==> src/rtl/clk_mon_pkg.sv <==
// Shared types and default configuration for the clk_mon monitored-clock checker.
package clk_mon_pkg;

  typedef enum logic [1:0] {
    IDLE    = 2'd0,
    MEASURE = 2'd1,
    LOCKED  = 2'd2
  } state_e;

  localparam int unsigned DEF_CNT_W    = 16;
  localparam int unsigned DEF_MIN_PER  = 8;
  localparam int unsigned DEF_MAX_PER  = 12;
  localparam int unsigned DEF_LOCK_CNT = 4;
  localparam int unsigned DEF_TIMEOUT  = 64;

endpackage

==> src/rtl/clk_mon_sync.sv <==
// Two-flop synchronizer for the monitored clock plus a rising-edge detector.
// With CLK_MON_DUTY_EN defined the synchronized level is also exported.
module clk_mon_sync (
  input  logic clk,
  input  logic rst_n,
  input  logic mon_i,
  output logic rise_o
`ifdef CLK_MON_DUTY_EN
  ,
  output logic level_o
`endif
);

  logic s1_q, s2_q, d_q;

  always_ff @(posedge clk or negedge rst_n) begin
    if (!rst_n) begin
      s1_q <= 1'b0;
      s2_q <= 1'b0;
      d_q  <= 1'b0;
    end else begin
      s1_q <= mon_i;
      s2_q <= s1_q;
      d_q  <= s2_q;
    end
  end

  assign rise_o = s2_q & ~d_q;

`ifdef CLK_MON_DUTY_EN
  assign level_o = s2_q;
`endif

endmodule

==> src/rtl/clk_mon.sv <==
// Measures the period of an asynchronous monitored clock in clk cycles, tracks lock and
// flags fast/slow/stuck conditions. CLK_MON_DUTY_EN adds the hi_o high-time output.
module clk_mon
  import clk_mon_pkg::*;
#(
  parameter int unsigned CNT_W    = DEF_CNT_W,
  parameter int unsigned MIN_PER  = DEF_MIN_PER,
  parameter int unsigned MAX_PER  = DEF_MAX_PER,
  parameter int unsigned LOCK_CNT = DEF_LOCK_CNT,
  parameter int unsigned TIMEOUT  = DEF_TIMEOUT
) (
  input  logic             clk,
  input  logic             rst_n,
  input  logic             en_i,
  input  logic             clr_i,
  input  logic             mon_i,
  output logic [CNT_W-1:0] period_o,
  output logic             period_vld_o,
  output logic             locked_o,
  output logic             err_fast_o,
  output logic             err_slow_o,
  output logic             stuck_o
`ifdef CLK_MON_DUTY_EN
  ,
  output logic [CNT_W-1:0] hi_o
`endif
);

  localparam int unsigned GOOD_W = $clog2(LOCK_CNT + 1);

  localparam logic [CNT_W-1:0]  CNT_MAX   = '1;
  localparam logic [CNT_W-1:0]  CNT_ONE   = CNT_W'(1);
  localparam logic [CNT_W-1:0]  MIN_C     = CNT_W'(MIN_PER);
  localparam logic [CNT_W-1:0]  MAX_C     = CNT_W'(MAX_PER);
  localparam logic [CNT_W-1:0]  TIMEOUT_C = CNT_W'(TIMEOUT);
  localparam logic [GOOD_W-1:0] LOCK_C    = GOOD_W'(LOCK_CNT);

  logic rise;

`ifdef CLK_MON_DUTY_EN
  logic mon_lvl;

  clk_mon_sync u_sync (
    .clk     (clk),
    .rst_n   (rst_n),
    .mon_i   (mon_i),
    .rise_o  (rise),
    .level_o (mon_lvl)
  );
`else
  clk_mon_sync u_sync (
    .clk    (clk),
    .rst_n  (rst_n),
    .mon_i  (mon_i),
    .rise_o (rise)
  );
`endif

  state_e            state_q, state_d;
  logic [CNT_W-1:0]  cnt_q, cnt_d;
  logic [GOOD_W-1:0] good_q, good_d;
  logic [CNT_W-1:0]  period_q, period_d;
  logic              vld_q, vld_d;
  logic              locked_q, locked_d;
  logic              fast_q, fast_d;
  logic              slow_q, slow_d;
  logic              stuck_q, stuck_d;

  logic [CNT_W-1:0]  cnt_inc;
  logic [GOOD_W-1:0] good_inc;
  logic              in_window;

`ifdef CLK_MON_DUTY_EN
  logic [CNT_W-1:0]  hi_cnt_q, hi_cnt_d;
  logic [CNT_W-1:0]  hi_q, hi_d;
`endif

  always_comb begin
    state_d  = state_q;
    cnt_d    = cnt_q;
    good_d   = good_q;
    period_d = period_q;
    vld_d    = 1'b0;
    locked_d = locked_q;
    // Clear first so a same-cycle set below takes priority.
    fast_d   = fast_q & ~clr_i;
    slow_d   = slow_q & ~clr_i;
    stuck_d  = stuck_q & ~clr_i;

    cnt_inc   = (cnt_q == CNT_MAX) ? cnt_q : cnt_q + 1'b1;
    good_inc  = (good_q == LOCK_C) ? good_q : good_q + 1'b1;
    in_window = (cnt_q >= MIN_C) && (cnt_q <= MAX_C);

`ifdef CLK_MON_DUTY_EN
    hi_d = hi_q;
    if (!en_i) begin
      hi_cnt_d = '0;
    end else if (rise) begin
      hi_cnt_d = CNT_ONE;
    end else if (mon_lvl && hi_cnt_q != CNT_MAX) begin
      hi_cnt_d = hi_cnt_q + 1'b1;
    end else begin
      hi_cnt_d = hi_cnt_q;
    end
`endif

    if (!en_i) begin
      state_d  = IDLE;
      cnt_d    = '0;
      good_d   = '0;
      locked_d = 1'b0;
    end else begin
      unique case (state_q)
        IDLE: begin
          if (rise) begin
            cnt_d   = CNT_ONE;
            state_d = MEASURE;
          end else if (cnt_q != TIMEOUT_C) begin
            // Fires only on the transition so a clr_i while parked here sticks.
            cnt_d = cnt_inc;
            if (cnt_inc == TIMEOUT_C) begin
              stuck_d = 1'b1;
            end
          end
        end
        MEASURE, LOCKED: begin
          if (rise) begin
            cnt_d    = CNT_ONE;
            period_d = cnt_q;
            vld_d    = 1'b1;
`ifdef CLK_MON_DUTY_EN
            hi_d     = hi_cnt_q;
`endif
            if (in_window) begin
              good_d = good_inc;
              if (good_inc == LOCK_C) begin
                state_d  = LOCKED;
                locked_d = 1'b1;
              end
            end else begin
              good_d   = '0;
              state_d  = MEASURE;
              locked_d = 1'b0;
              if (cnt_q < MIN_C) begin
                fast_d = 1'b1;
              end else begin
                slow_d = 1'b1;
              end
            end
          end else if (cnt_q == TIMEOUT_C) begin
            // cnt stays at TIMEOUT so IDLE does not re-flag the same outage.
            stuck_d  = 1'b1;
            locked_d = 1'b0;
            good_d   = '0;
            state_d  = IDLE;
          end else begin
            cnt_d = cnt_inc;
          end
        end
        default: begin
          state_d = IDLE;
        end
      endcase
    end
  end

  always_ff @(posedge clk or negedge rst_n) begin
    if (!rst_n) begin
      state_q  <= IDLE;
      cnt_q    <= '0;
      good_q   <= '0;
      period_q <= '0;
      vld_q    <= 1'b0;
      locked_q <= 1'b0;
      fast_q   <= 1'b0;
      slow_q   <= 1'b0;
      stuck_q  <= 1'b0;
    end else begin
      state_q  <= state_d;
      cnt_q    <= cnt_d;
      good_q   <= good_d;
      period_q <= period_d;
      vld_q    <= vld_d;
      locked_q <= locked_d;
      fast_q   <= fast_d;
      slow_q   <= slow_d;
      stuck_q  <= stuck_d;
    end
  end

`ifdef CLK_MON_DUTY_EN
  always_ff @(posedge clk or negedge rst_n) begin
    if (!rst_n) begin
      hi_cnt_q <= '0;
      hi_q     <= '0;
    end else begin
      hi_cnt_q <= hi_cnt_d;
      hi_q     <= hi_d;
    end
  end

  assign hi_o = hi_q;
`endif

  assign period_o     = period_q;
  assign period_vld_o = vld_q;
  assign locked_o     = locked_q;
  assign err_fast_o   = fast_q;
  assign err_slow_o   = slow_q;
  assign stuck_o      = stuck_q;

endmodule
==> config.mk <==
export PLATFORM = sky130hd
export DESIGN_NAME = clk_mon
export DESIGN_NICKNAME = d
export VERILOG_FILES = /design/src/rtl/clk_mon_pkg.sv /design/src/rtl/clk_mon_sync.sv /design/src/rtl/clk_mon.sv
export SDC_FILE = /design/constraint.sdc
export NUM_CORES = 1
export LEC_CHECK = 0
export ABC_AREA = 1
export CAP_MARGIN = 5
export CORE_UTILIZATION = 44
export DETAILED_ROUTE_END_ITERATION = 7
export PLACE_DENSITY = 0.74
export SYNTH_ARGS = -nofsm -noshare
export SYNTH_HDL_FRONTEND = slang
export SYNTH_SLANG_ARGS = --single-unit
==> constraint.sdc <==
create_clock -name clk -period 2.65 [get_ports clk]
set_clock_uncertainty 0.2 [all_clocks]
set_input_delay 0.3975 -clock clk [delete_from_list [all_inputs] [get_ports clk]]
set_output_delay 0.3975 -clock clk [all_outputs]
set_load 0.03 [all_outputs]
==> impl_metrics.yaml, run 1 <==
sta:
  fin_crit_sh_pct: 81.04
  grt_setup_unrepaired: "false"
  slew_viol_final: 0
  clock.fmax_mhz: 465.7
  worst_pin_slew_ns: 0.5079
  max_slew_margin_pct: 66.14
  setup_violations: 0
  hold_viol: 0
  whs_ns: 0.1566
  setup_tns_ns: 0
  fin_crit_ns: 2.147
route:
  drc: 0
  vias_per_cell: 5.154
  firstDrtPassIters: 4
  wire_per_inst_um: 13.15
  ant_nets: 0
  drt_iter0_drc: 227
  routed_wl_mm: 5.798
  vias: 2273
clock_network:
  clk_pin_slew_worst_paths_ns: 0.08
  cts_tree: "done"
  cts.path.max_buffers: 2
  clk_latency_ns: 0.30
  cts_resized: 0
  ctsRootBufferMaster: "clkbuf_8"
  cts_sinks: 45
  cts_buffers: 5
  cts.htree.levels: 2
  cts_setup_buffers: 0
global_route:
  grt_pass1_wl_mm: 10.08
  globalRouteTotalUtil_pct: 21.00
  overflow: 0
  antenna_found_initial: 0
  first_global_vias: 2150
  grt_max_degree: 33
placement:
  place_inst: 433
  dp_hpwl_mm: 4.522
  portBuffers: 25
  gp_congestion: 0.8767
run_status:
  status: "finished clean"
critical_path:
  r2r_end: "stuck_o"
  reg2reg_from: "cnt_q[0]"
  r2r_setup_slack_ns: 0.50
  cp-start-kind: "flip-flop"
  end_kind: "flip-flop"
  path_class: "reg2reg"
  cp_max_fo: 8
  cp.required_ns: 2.69
  rr_worst_depth: 14
  arrival_ns: 2.19
synth:
  netlist_area_um2: 2569
  netlist.area_leader.share_pct: 43.84
  synth-seq-cells: 45
  synthCells: 339
  synth_area_leader_cell: "dfrtp_1"
  yosysSeqAreaShare_pct: 43.84
  avgSynthCellArea_um2: 7.577
  synthDistinctLibCells: 29
  ys_warn_count: 0
  synth_area_leaders: "dfrtp_1 (44%), nand2_1 (12%), inv_1 (7.5%), nor2_1 (6.3%), o21ai_0 (4.9%)"
  syn-num-nets: 350
floorplan:
  die_w_um: 78.41
  core-area_um2: 5574
  initial_core_util_pct: 46.08
  dieHeight_um: 78.41
  pin_count: 26
  dieArea_um2: 6147
  std_cell_rows: 27
finish:
  areaGrowthSynthToFinish_pct: 16.61
  final_nets: 380
  layout_commonest_cell: "nand2_1"
  final_cell_mix: "nand2_1 (80), inv_1 (51), dfrtp_1 (45), nor2_1 (43), o21ai_0 (25)"
  final_layout_size_suffix_gt1_share_pct: 8.401
  antenna_cells: 0
  instances_no_fill: 441
hold_path:
  whs_endpoint: "u_sync.s2_q"
  holdCritPathClass: "reg2reg"
  hold_path.startpoint: "u_sync.s1_q"
  min_path_cells: 0
pwr:
  ir_drop_v: 0.0003998
  p_leak_nw: 1.430
  powerDensity_nw_per_um2: 551.9
run:
  cap_violations: 0
==> kinds of logic (layout without fill, tap and decap cells) <==
kind of cell / after synthesis / after routing / synth area share (%)
simple gates: 171 / 171 / 30.64
buf+inv: 58 / 88 / 8.670
compound gates: 54 / 54 / 12.23
flops: 45 / 45 / 43.84
fa+ha+maj: 6 / 6 / 2.922
xor+xnor: 5 / 5 / 1.705
==> per-layer routing <==
layer	wire (µm)	vias to the layer above	part of all wire (%)	track usage (%)
li1	-	1156	-	-
met1	2720	1035	47	28.55
met2	2671	71	46	33.25
met3	275	11	4.7	3.023
met4	131	0	2.3	9.259
met5	0	-	0	0
==> cell type report <==
| class | instances | area, µm² |
|---|---|---|
| Sequential cell | 45 | 1126 |
| Clock inverter | 1 | 7.507 |
| Tap cell | 72 | 90.09 |
| Fill cell | 547 | 2579 |
| Clock buffer | 6 | 82.58 |
| Timing Repair Buffer | 28 | 270.3 |
| Multi-Input combinational cell | 236 | 1220 |
| Inverter | 53 | 198.9 |
==> worst max path at each step <==
| stage | depth (start not counted) | end | slack, ns | startpoint |
|---|---|---|---|---|
| 3_5_place_dp | 8 | cnt_q[11] | 0.32 | en_i |
| 3_3_place_gp | 8 | cnt_q[7] | 0.38 | en_i |
| 5_1_grt | 14 | stuck_o | 0.30 | cnt_q[0] |
| 4_1_cts | 14 | stuck_o | 0.51 | cnt_q[0] |
| 6_report | 14 | stuck_o | 0.50 | cnt_q[0] |
| 2_1_floorplan | 14 | stuck_o | 0.80 | cnt_q[0] |
==> timing repair <==
| item | 4_1_cts | 5_1_grt |
|---|---|---|
| hold buffers | 1 | 0 |
| setup endpoints to repair | 0 | 0 |
| endpoints found under the hold margin | 22 | 0 |
==> cell usage after synthesis <==
cell type / n
buf_2: 1
nand3_1: 22
nand4_1: 5
o21ai_2: 3
nand3_4: 1
o31ai_1: 2
ha_1: 6
nand3_2: 1
nor2_8: 2
o22ai_1: 18
nor2_1: 43
nor3_1: 3
a32o_1: 1
nand2_4: 1
o21ai_0: 25
inv_1: 51
nor2_4: 1
nand2_2: 6
dfrtp_1: 45
nor2_2: 3
nand2_1: 80
or2_1: 1
buf_4: 1
nor3_2: 1
nor4_1: 1
clkbuf_1: 3
a21oi_1: 5
xor2_1: 5
inv_2: 2
==> registers in the layout, indices dropped and copies added, names as in the netlist <==
name          cells
good_q            3
locked_o          1
period_vld_o      1
stuck_o           1
state_q           2
u_sync.s1_q       1
u_sync.s2_q       1
cnt_q            16
period_o         16
err_slow_o        1
u_sync.d_q        1
err_fast_o        1
==> critical path, stage by stage (launching register included) <==
cell and delay, ns:
dfrtp_1 0.43, ha_1 0.26, inv_1 0.12, nor2_4 0.07, nand2_4 0.11, inv_1 0.07
nand2_2 0.16, nand3_1 0.15, nor2_1 0.12, nand3_1 0.08, nor2_1 0.10, nand2_1 0.08
nand2_1 0.06, nand2_1 0.04, nand2_1 0.04
==> where the power goes <==
group / internal (W) / total (W) / switching [W] / leakage [nW]
Combinational: 0.000153 / 0.000430 / 0.000277 / 0.775
Sequential: 0.000740 / 0.000782 / 0.0000420 / 0.612
Clock: 0.000206 / 0.000441 / 0.000234 / 0.0433
Total: 0.00110 / 0.00165 / 0.000553 / 1.43
==> through the flow <==
| stage | area, µm² | worst slack (ns) | total power [W] | util [%] |
|---|---|---|---|---|
| after floorplan | 2569 | 0.8012 | 0.001080 | - |
| after global placement | 2895 | 0.3846 | 0.001216 | 51.94 |
| after CTS | 2995 | 0.5066 | 0.001665 | 53.74 |
| after global routing | 2995 | 0.2989 | 0.001754 | 53.74 |
| final | 2995 | 0.5025 | 0.001653 | 53.74 |
| after detailed placement | 2895 | 0.3154 | 0.001225 | 51.94 |
No activity file was read; power rests on OpenSTA's default activity.
==> run 2, diff against run 1 <==
--- a/config.mk
+++ b/config.mk
@@ -9,7 +9,7 @@
 export CAP_MARGIN = 5
 export CORE_UTILIZATION = 44
 export DETAILED_ROUTE_END_ITERATION = 7
-export PLACE_DENSITY = 0.74
+export PLACE_DENSITY = 0.77
 export SYNTH_ARGS = -nofsm -noshare
 export SYNTH_HDL_FRONTEND = slang
 export SYNTH_SLANG_ARGS = --single-unit
==> constraint.sdc (replaced) <==
create_clock -name clk -period 1.9 [get_ports clk]
set_clock_uncertainty 0.2 [all_clocks]
set_input_delay 0.285 -clock clk [delete_from_list [all_inputs] [get_ports clk]]
set_output_delay 0.285 -clock clk [all_outputs]
set_load 0.03 [all_outputs]
==> impl_metrics.yaml, run 2 (synthesis results as in run 1) <==
critical_path:
  cp_max_fo: 7
  cp-start-kind: "flip-flop"
  end_kind: "flip-flop"
  crit_family: "simple AND/OR/NAND/NOR gates"
  cp.required_ns: 1.94
  arrival_ns: 2.10
  slowest_stage: "dfrtp_1"
  rr_worst_depth: 14
  cp.depth: 14
  crit_buf_inv: 3
  worstPathCellList: "buf_6 -> ha_4 -> inv_4 -> nor2_4 -> nand2_4 -> buf_12 -> nor2_8 -> nor3_1 -> nand3_1 -> nor2_1 -> nand2_1 -> nand2_1 -> nand2_1 -> nand2_1"
  critPathMaxStageDelay_ns: 0.41
  cp_common_cell: "nand2_1"
  path_class: "reg2reg"
global_route:
  grt_max_degree: 46
  globalRouteTotalUtil_pct: 26.21
  grt_pass1_wl_mm: 12.31
  overflow: 0
  antenna_found_initial: 0
  first_global_vias: 2618
pwr:
  p_leak_nw: 1.828
  total_power_w: 0.002773
  ir_drop_v: 0.0005453
  powerDensity_nw_per_um2: 719.2
floorplan:
  std_cell_rows: 27
  die_w_um: 78.41
  dieArea_um2: 6147
  pin_count: 26
  initial_core_util_pct: 46.08
  core-area_um2: 5574
  dieHeight_um: 78.41
hold_path:
  holdCritPathClass: "reg2reg"
  min_path_cells: 0
sta:
  setup_violations: 20
  fin_crit_sh_pct: 108.1
  worst_pin_slew_ns: 0.5866
  setup_ws_ns: -0.1534
  slew_viol_final: 0
  grt_setup_unrepaired: "true"
  clock.fmax_mhz: 487.0
  hold_viol: 0
  max_slew_margin_pct: 60.89
  whs_ns: 0.1563
  fin_crit_ns: 2.053
route:
  drc: 0
  ant_nets: 0
  vias_per_cell: 5.760
  firstDrtPassIters: 6
  wire_per_inst_um: 17.08
  routed_wl_mm: 8.610
  drt_iter0_drc: 345
  vias: 2903
placement:
  place_ws_ns: -0.1497
  gp_congestion: 0.9460
  portBuffers: 25
  dp_hpwl_mm: 4.742
clock_network:
  clk_latency_ns: 0.31
  clk_pin_slew_worst_paths_ns: 0.08
  cts_tree: "done"
  cts.htree.levels: 2
  ctsRootBufferMaster: "clkbuf_8"
  cts_buffers: 5
  cts_sinks: 45
  cts.path.max_buffers: 2
run_status:
  status: "finished with violations"
  violations: "setup timing"
run:
  cap_violations: 0
finish:
  final_cell_mix: "nand2_1 (72), buf_4 (51), inv_1 (45), dfrtp_1 (41), nor2_1 (33)"
  final_layout_size_suffix_gt1_share_pct: 33.80
  antenna_cells: 0
  layout_commonest_cell: "nand2_1"
  fill_cells: 392
  areaGrowthSynthToFinish_pct: 50.12
  final_nets: 442
run 2: per-stage QoR:
| step | TNS [ns] | util (%) | instance area (µm²) | cells |
|---|---|---|---|---|
| final | -2.051 | 69.18 | 3856 | 504 |
| after global routing | -3.691 | 69.18 | 3856 | 504 |
| after CTS | -0.09235 | 63.97 | 3566 | 495 |
| after detailed placement | -1.805 | 58.45 | 3258 | 478 |
| after global placement | -1.218 | 58.45 | 3258 | 478 |
| after floorplan | 0 | - | 2569 | 339 |
run 2: where the power goes:
| group | total [W] | switching (W) | leakage, nW | internal [W] |
|---|---|---|---|---|
| Clock | 0.000596 | 0.000335 | 0.0385 | 0.000261 |
| Combinational | 0.00109 | 0.000617 | 1.18 | 0.000475 |
| Sequential | 0.00109 | 0.0000531 | 0.605 | 0.00103 |
| Total | 0.00277 | 0.00101 | 1.83 | 0.00177 |
run 2: final timing paths:
path,startpoint,slack (ns),end
worst min register to register,u_sync.s1_q,0.16,u_sync.s2_q
min in group asynchronous,rst_n,0.38,period_o[12]
worst min-delay path,u_sync.s1_q,0.16,u_sync.s2_q
worst max register to register,cnt_q[1],-0.15,stuck_o
max in group asynchronous,rst_n,0.69,cnt_q[3]
worst max-delay path,cnt_q[1],-0.15,stuck_o
run 2: what timing repair did:
item | CTS | global route
endpoints found under the hold margin | 45 | 0
setup endpoints to repair | 18 | 24
pin swaps | 18 | 12
gates resized for setup | 38 | 55
buffers inserted | 6 | 9
cloned | 2 | 0
hold buffers | 1 | 0
run 2: area by class of cell:
type / count / area (µm²) / area share (%)
clock buffer: 7 / 76.32 / 1.979
clock inverter: 1 / 7.507 / 0.1947
inverter: 53 / 211.5 / 5.483
multi-input combinational: 237 / 1533 / 39.75
sequential: 45 / 1131 / 29.33
tap: 72 / 90.09 / 2.336
timing repair buffer: 89 / 807.0 / 20.93
run 2: metal layers:
| layer | GRT usage [%] | up-vias | routed length, µm |
|---|---|---|---|
| met5 | 0 | - | 0 |
| met4 | 13.15 | 0 | 424 |
| met3 | 5.233 | 56 | 672 |
| met2 | 43.42 | 184 | 4148 |
| met1 | 32.44 | 1386 | 3363 |
| li1 | - | 1277 | - |
